### config.mk
export PLATFORM = sky130hd
export DESIGN_NAME = ddr3_port_arbiter
export DESIGN_NICKNAME = d
export VERILOG_FILES = /design/src/rtl/ddr3_port_arbiter.sv
export SDC_FILE = /design/constraint.sdc
export NUM_CORES = 1
export LEC_CHECK = 0
export CORE_AREA = 5 5 305 307
export DETAILED_ROUTE_END_ITERATION = 10
export DIE_AREA = 0 0 310 312
export PLACE_DENSITY = 0.32
export SYNTH_ARGS = -nofsm -noshare
export SYNTH_HDL_FRONTEND = slang
export SYNTH_SLANG_ARGS = --single-unit
### constraint.sdc
create_clock -name clk -period 12.65 [get_ports clk]
set_input_delay 2.53 -clock clk [delete_from_list [all_inputs] [get_ports clk]]
set_output_delay 2.53 -clock clk [all_outputs]
set_load 0.005 [all_outputs]
### src/rtl/ddr3_port_arbiter.sv
// ddr3_port_arbiter: shares one EMIF Avalon-MM port between the VGA frame
// fetcher (m0, read-only, may be urgent) and the HPS/blitter path (m1, r/w).
// Read commands are issued one at a time. Write bursts hold the grant until
// the last beat. A tag FIFO records {requester, beats} for each read, so that
// pipelined read data is returned to the requester that issued the read.
module ddr3_port_arbiter #(
    parameter int ADDR_W    = 27,
    parameter int DATA_W    = 128,
    parameter int BURST_W   = 7,
    parameter int TAG_DEPTH = 8
) (
    input  logic                  clk,
    input  logic                  reset_n,
    input  logic                  init_done,
    input  logic [ADDR_W-1:0]     m0_address,
    input  logic                  m0_read,
    input  logic [BURST_W-1:0]    m0_burstcount,
    input  logic                  m0_urgent,
    output logic                  m0_waitrequest,
    output logic [DATA_W-1:0]     m0_readdata,
    output logic                  m0_readdatavalid,
    input  logic [ADDR_W-1:0]     m1_address,
    input  logic                  m1_read,
    input  logic                  m1_write,
    input  logic [DATA_W-1:0]     m1_writedata,
    input  logic [DATA_W/8-1:0]   m1_byteenable,
    input  logic [BURST_W-1:0]    m1_burstcount,
    output logic                  m1_waitrequest,
    output logic [DATA_W-1:0]     m1_readdata,
    output logic                  m1_readdatavalid,
    output logic [ADDR_W-1:0]     s_address,
    output logic                  s_read,
    output logic                  s_write,
    output logic [DATA_W-1:0]     s_writedata,
    output logic [DATA_W/8-1:0]   s_byteenable,
    output logic [BURST_W-1:0]    s_burstcount,
    input  logic                  s_waitrequest,
    input  logic [DATA_W-1:0]     s_readdata,
    input  logic                  s_readdatavalid
);

    localparam int PTR_W = $clog2(TAG_DEPTH);
    localparam int CNT_W = PTR_W + 1;
    localparam logic [CNT_W-1:0]   TAG_FULL = CNT_W'(TAG_DEPTH);
    localparam logic [BURST_W-1:0] ONE      = BURST_W'(1);

    typedef enum logic [1:0] {IDLE, RD_CMD, WR_BURST} state_t;
    typedef struct packed {
        logic               id;
        logic [BURST_W-1:0] beats;
    } tag_t;

    state_t             state;
    logic               grant;
    logic               last_grant;
    logic [BURST_W-1:0] wr_beats;

    tag_t               tag_mem [TAG_DEPTH];
    logic [PTR_W-1:0]   wr_ptr, rd_ptr;
    logic [CNT_W-1:0]   tag_cnt, tag_cnt_next;
    logic               tag_full;
    logic [BURST_W-1:0] head_done;

    logic               m0_elig, m1_elig, arb_valid, arb_grant;
    logic [BURST_W-1:0] rd_bc;
    logic               tag_push, tag_pop, rd_beat, head_last;
    tag_t               head;

    // A zero burstcount is treated as a single beat.
    function automatic logic [BURST_W-1:0] norm_bc(input logic [BURST_W-1:0] bc);
        return (bc == '0) ? ONE : bc;
    endfunction

    // Arbitration decision, used only in IDLE: urgent VGA first, then round-robin
    always_comb begin
        m0_elig   = m0_read && !tag_full;
        m1_elig   = (m1_read && !tag_full) || m1_write;
        arb_valid = init_done && (m0_elig || m1_elig);
        if (m0_urgent && m0_elig)
            arb_grant = 1'b0;
        else if (m0_elig && m1_elig)
            arb_grant = ~last_grant;
        else
            arb_grant = m1_elig;
    end

    // Tag FIFO push/pop decode. Head beat tracking for read return routing.
    always_comb begin
        rd_bc        = grant ? m1_burstcount : m0_burstcount;
        tag_push     = (state == RD_CMD) && !s_waitrequest;
        head         = tag_mem[rd_ptr];
        rd_beat      = s_readdatavalid && (tag_cnt != '0);
        head_last    = (head_done == head.beats - ONE);
        tag_pop      = rd_beat && head_last;
        tag_cnt_next = tag_cnt + CNT_W'(tag_push) - CNT_W'(tag_pop);
    end

    // EMIF command side is muxed from the granted requester. It is idle in IDLE.
    always_comb begin
        s_address    = '0;
        s_read       = 1'b0;
        s_write      = 1'b0;
        s_writedata  = '0;
        s_byteenable = '0;
        s_burstcount = ONE;
        case (state)
            RD_CMD: begin
                s_read       = 1'b1;
                s_address    = grant ? m1_address : m0_address;
                s_byteenable = '1;
                s_burstcount = rd_bc;
            end
            WR_BURST: begin
                // m1 may insert idle cycles mid-burst; s_write simply follows it
                s_write      = m1_write;
                s_address    = m1_address;
                s_writedata  = m1_writedata;
                s_byteenable = m1_byteenable;
                s_burstcount = m1_burstcount;
            end
            default: ;
        endcase
    end

    // Handshake back to the requesters and read-data fan-out by head tag
    always_comb begin
        m0_waitrequest   = !((state == RD_CMD) && !grant && !s_waitrequest);
        m1_waitrequest   = !(((state == RD_CMD) || (state == WR_BURST)) && grant && !s_waitrequest);
        m0_readdata      = s_readdata;
        m1_readdata      = s_readdata;
        m0_readdatavalid = rd_beat && !head.id;
        m1_readdatavalid = rd_beat && head.id;
    end

    // Command sequencer: arbitrate, issue one read, or hold grant for a write burst
    always_ff @(posedge clk) begin
        if (!reset_n) begin
            state      <= IDLE;
            grant      <= 1'b0;
            last_grant <= 1'b1;
            wr_beats   <= '0;
        end else begin
            case (state)
                IDLE: begin
                    if (arb_valid) begin
                        grant      <= arb_grant;
                        last_grant <= arb_grant;
                        if (arb_grant && m1_write) begin
                            state    <= WR_BURST;
                            wr_beats <= norm_bc(m1_burstcount);
                        end else begin
                            state <= RD_CMD;
                        end
                    end
                end
                RD_CMD: begin
                    if (!s_waitrequest)
                        state <= IDLE;
                end
                WR_BURST: begin
                    if (m1_write && !s_waitrequest) begin
                        if (wr_beats == ONE)
                            state <= IDLE;
                        else
                            wr_beats <= wr_beats - ONE;
                    end
                end
                default: state <= IDLE;
            endcase
        end
    end

    // Tag storage, with no reset. The pointers decide which entries are valid.
    always_ff @(posedge clk) begin
        if (tag_push)
            tag_mem[wr_ptr] <= '{id: grant, beats: norm_bc(rd_bc)};
    end

    // Tag FIFO pointers, occupancy, registered full flag and head beat counter
    always_ff @(posedge clk) begin
        if (!reset_n) begin
            wr_ptr    <= '0;
            rd_ptr    <= '0;
            tag_cnt   <= '0;
            tag_full  <= 1'b0;
            head_done <= '0;
        end else begin
            if (tag_push)
                wr_ptr <= wr_ptr + 1'b1;
            if (rd_beat) begin
                if (head_last) begin
                    rd_ptr    <= rd_ptr + 1'b1;
                    head_done <= '0;
                end else begin
                    head_done <= head_done + ONE;
                end
            end
            tag_cnt  <= tag_cnt_next;
            tag_full <= (tag_cnt_next == TAG_FULL);
        end
    end

endmodule

==> run_results.csv <==
group,metric,value,unit
setup_path,path_common_cell,"clkdlybuf4s50_1",
clock_network,cts_tree,"yes",
setup_path,slowest_delay,0.59,ns
setup_path,critPathKind,"primary input to output port",
clock_network,clk_pin_slew,0.07,ns
floorplan,fp.dieArea,96700,µm²
sta,setup_ws,5.80,ns
final_layout,syn2layout_area_growth,47.4,%
setup_path,cp-end-kind,"output port",
detailed_routing,drtIter0Drc,428,
sta,finalSetupViolCount,0,
final_layout,drive_gt1_share,5.15,%
floorplan,die_w,310,µm
setup_path,cp.required,10.12,ns
clock_network,cts_buffer_depth,2,
logic_synthesis,synth_top_cell_by_area,"buf_4",
place,dp_cells,2151,
logic_synthesis,synth-seq-area-share,32.0,%
worst_hold_path,hp-class,"flip-flop to flip-flop",
floorplan,fp.dieH,312,µm
sta,post-route-min-period,6.85,ns
logic_synthesis,synth_commonest_cells,"buf_4, and2_1, edfxtp_1",
place,placed_area,11500,µm²
sta,skew,0.0110,ns
sta,period_share,54.1,%
sta,max_clock_freq,146,MHz
global_routing,antenna_found_initial,33,
sta,hold_viol,0,
clock_network,cts-root-buf,"clkbuf_16",
detailed_routing,dr.pass1.iters,5,
logic_synthesis,synth_edf_count,64,
detailed_routing,drt-total-wl,61100,µm
logic_synthesis,synth_cell_types,55,
logic_synthesis,synth_top_flop_cell,"edfxtp_1",
floorplan,row_count,110,
clock_network,htree_levels,3,
floorplan,design.core.area,89700,µm²
logic_synthesis,yosysMostFrequentCell,"buf_4",
global_routing,grt_pass1_vias,7023,
final_layout,layout.cells.non_filler,2172,
clock_network,clk_latency,0.36,ns
global_routing,overflow,0,
power,leakage,3.65,nW
final_layout,final_area,11800,µm²
flow_run,cap_viol_max_count,0,
setup_path,ff2ff_path_depth,15,
setup_path,start_kind,"primary input",
logic_synthesis,synthCells,859,
global_routing,grtUsageTotal,12.1,%
detailed_routing,postRouteAntennaNets,0,
logic_synthesis,syn_area_per_cell,9.33,µm²
clock_network,numCtsBuffers,9,
setup_path,critPathArrivalTime,4.32,ns
place,io_buffers,404,
logic_synthesis,syn_area,8010,µm²
clock_network,postCtsSetupBuffers,0,
sta,slew_violations,0,
run_status,status,"finished clean",
global_routing,grt_first_pass_wirelength,76300,µm
logic_synthesis,syn_nets,1222,
logic_synthesis,ys_async_sr_fraction,0,%
floorplan,io_pins,789,
sta,fin_setup_tns,0,ns
sta,whs,0.483,ns
global_routing,grt_max_degree,97,
sta,tightestPinTransition,1.21,ns
clock_network,ctsResizeCount,0,
setup_path,cp_max_fo,10,
setup_path,path_cells,"clkdlybuf4s50_1, mux2_2, a22oi_1, nor2b_1, clkdlybuf4s50_1",
place,globalplace.congestion,0.894,
detailed_routing,wire_per_inst,28.1,µm
detailed_routing,viasPerCell,3.10,
detailed_routing,num_vias,6726,
place,pre_cts_ws,5.76,ns
place,dp_hpwl,54900,µm
final_layout,nets,1349,
worst_hold_path,min_path_cells,2,
logic_synthesis,synth_top_area_share,24.0,%
logic_synthesis,synth.area.top_cells,"buf_4, edfxtp_1, and2_1",
logic_synthesis,yosys_warnings,0,
clock_network,hold_buffers,0,
setup_path,cp_slowest_cell,"clkdlybuf4s50_1",
floorplan,initial_utilization,8.93,%
power,p_total,1.24,mW
power,peakVddDrop,50.4,µV
sta,rsz0062_at_grt,"false",
power,power_density,105,nW/µm²
clock_network,cts.sinks,96,
final_layout,finish.utilization,13.2,%
sta,maxSlewHeadroom,19.3,%
detailed_routing,drc,0,
logic_synthesis,synth_seq_cells,96,
## critical path: cells and delay by family
| family | cells | cell delay (ns) |
|---|---|---|
| compound gates | 1 | 0.13 |
| buf+inv | 2 | 1.13 |
| simple gates | 1 | 0.19 |
| mux | 1 | 0.34 |
## layout by cell type (no fill, tap or decap), types with 11 or more instances in the layout
cell / count
clkdlybuf4s50_1: 404
and2_1: 134
edfxtp_1: 64
nor2b_1: 51
a22oi_1: 35
dfxtp_1: 32
nor2_1: 30
nand2_1: 29
a21oi_1: 28
mux2i_1: 18
inv_1: 14
ha_1: 11
## routing by layer
layer,wire [µm],GRT usage (%)
met1,29200,17.4
met2,22800,15.8
met3,8290,7.29
met4,453,1.04
met5,279,1.11
## final timing paths
check                                               to                    from  slack (ns)
worst max register to register     tag_full$_SDFF_PN0_               flip-flop        7.21
worst min-delay path            rd_ptr[2]$_SDFFE_PN0P_  rd_ptr[2]$_SDFFE_PN0P_        0.48
worst min register to register  rd_ptr[2]$_SDFFE_PN0P_  rd_ptr[2]$_SDFFE_PN0P_        0.48
worst max-delay path                   s_burstcount[5]        m1_burstcount[5]        5.80
## report_power, final
| group | total [mW] | internal (mW) | leakage [nW] | switching, mW |
|---|---|---|---|---|
| combinational | 0.598 | 0.275 | 2.68 | 0.322 |
| sequential | 0.371 | 0.357 | 0.838 | 0.0146 |
| clock | 0.266 | 0.137 | 0.137 | 0.130 |
## area by class of cell
class,count,area [µm²]
clock buffer,10,229
inverter,15,56.3
fill,10229,77900
tap,1176,1470
clock inverter,6,50.0
multi-input combinational,452,3330
antenna,5,12.5
sequential,96,2560
timing repair buffer,412,4100
## flip-flops by register name, summed over array words and instances, names as in the netlist, named ones only
register    count
tag_mem        64
head_done       7
wr_beats        7
tag_cnt         4
rd_ptr          3
wr_ptr          3
state           2
grant           1
last_grant      1
tag_full        1
## kinds of logic after synthesis
family | share of synthesized area (%)
buf+inv | 26.9
simple gates | 20.8
flops | 32.0
mux | 8.43
compound gates | 7.98
fa+ha+maj | 2.28
xor+xnor | 1.64
(Power assumes the default switching activity.)
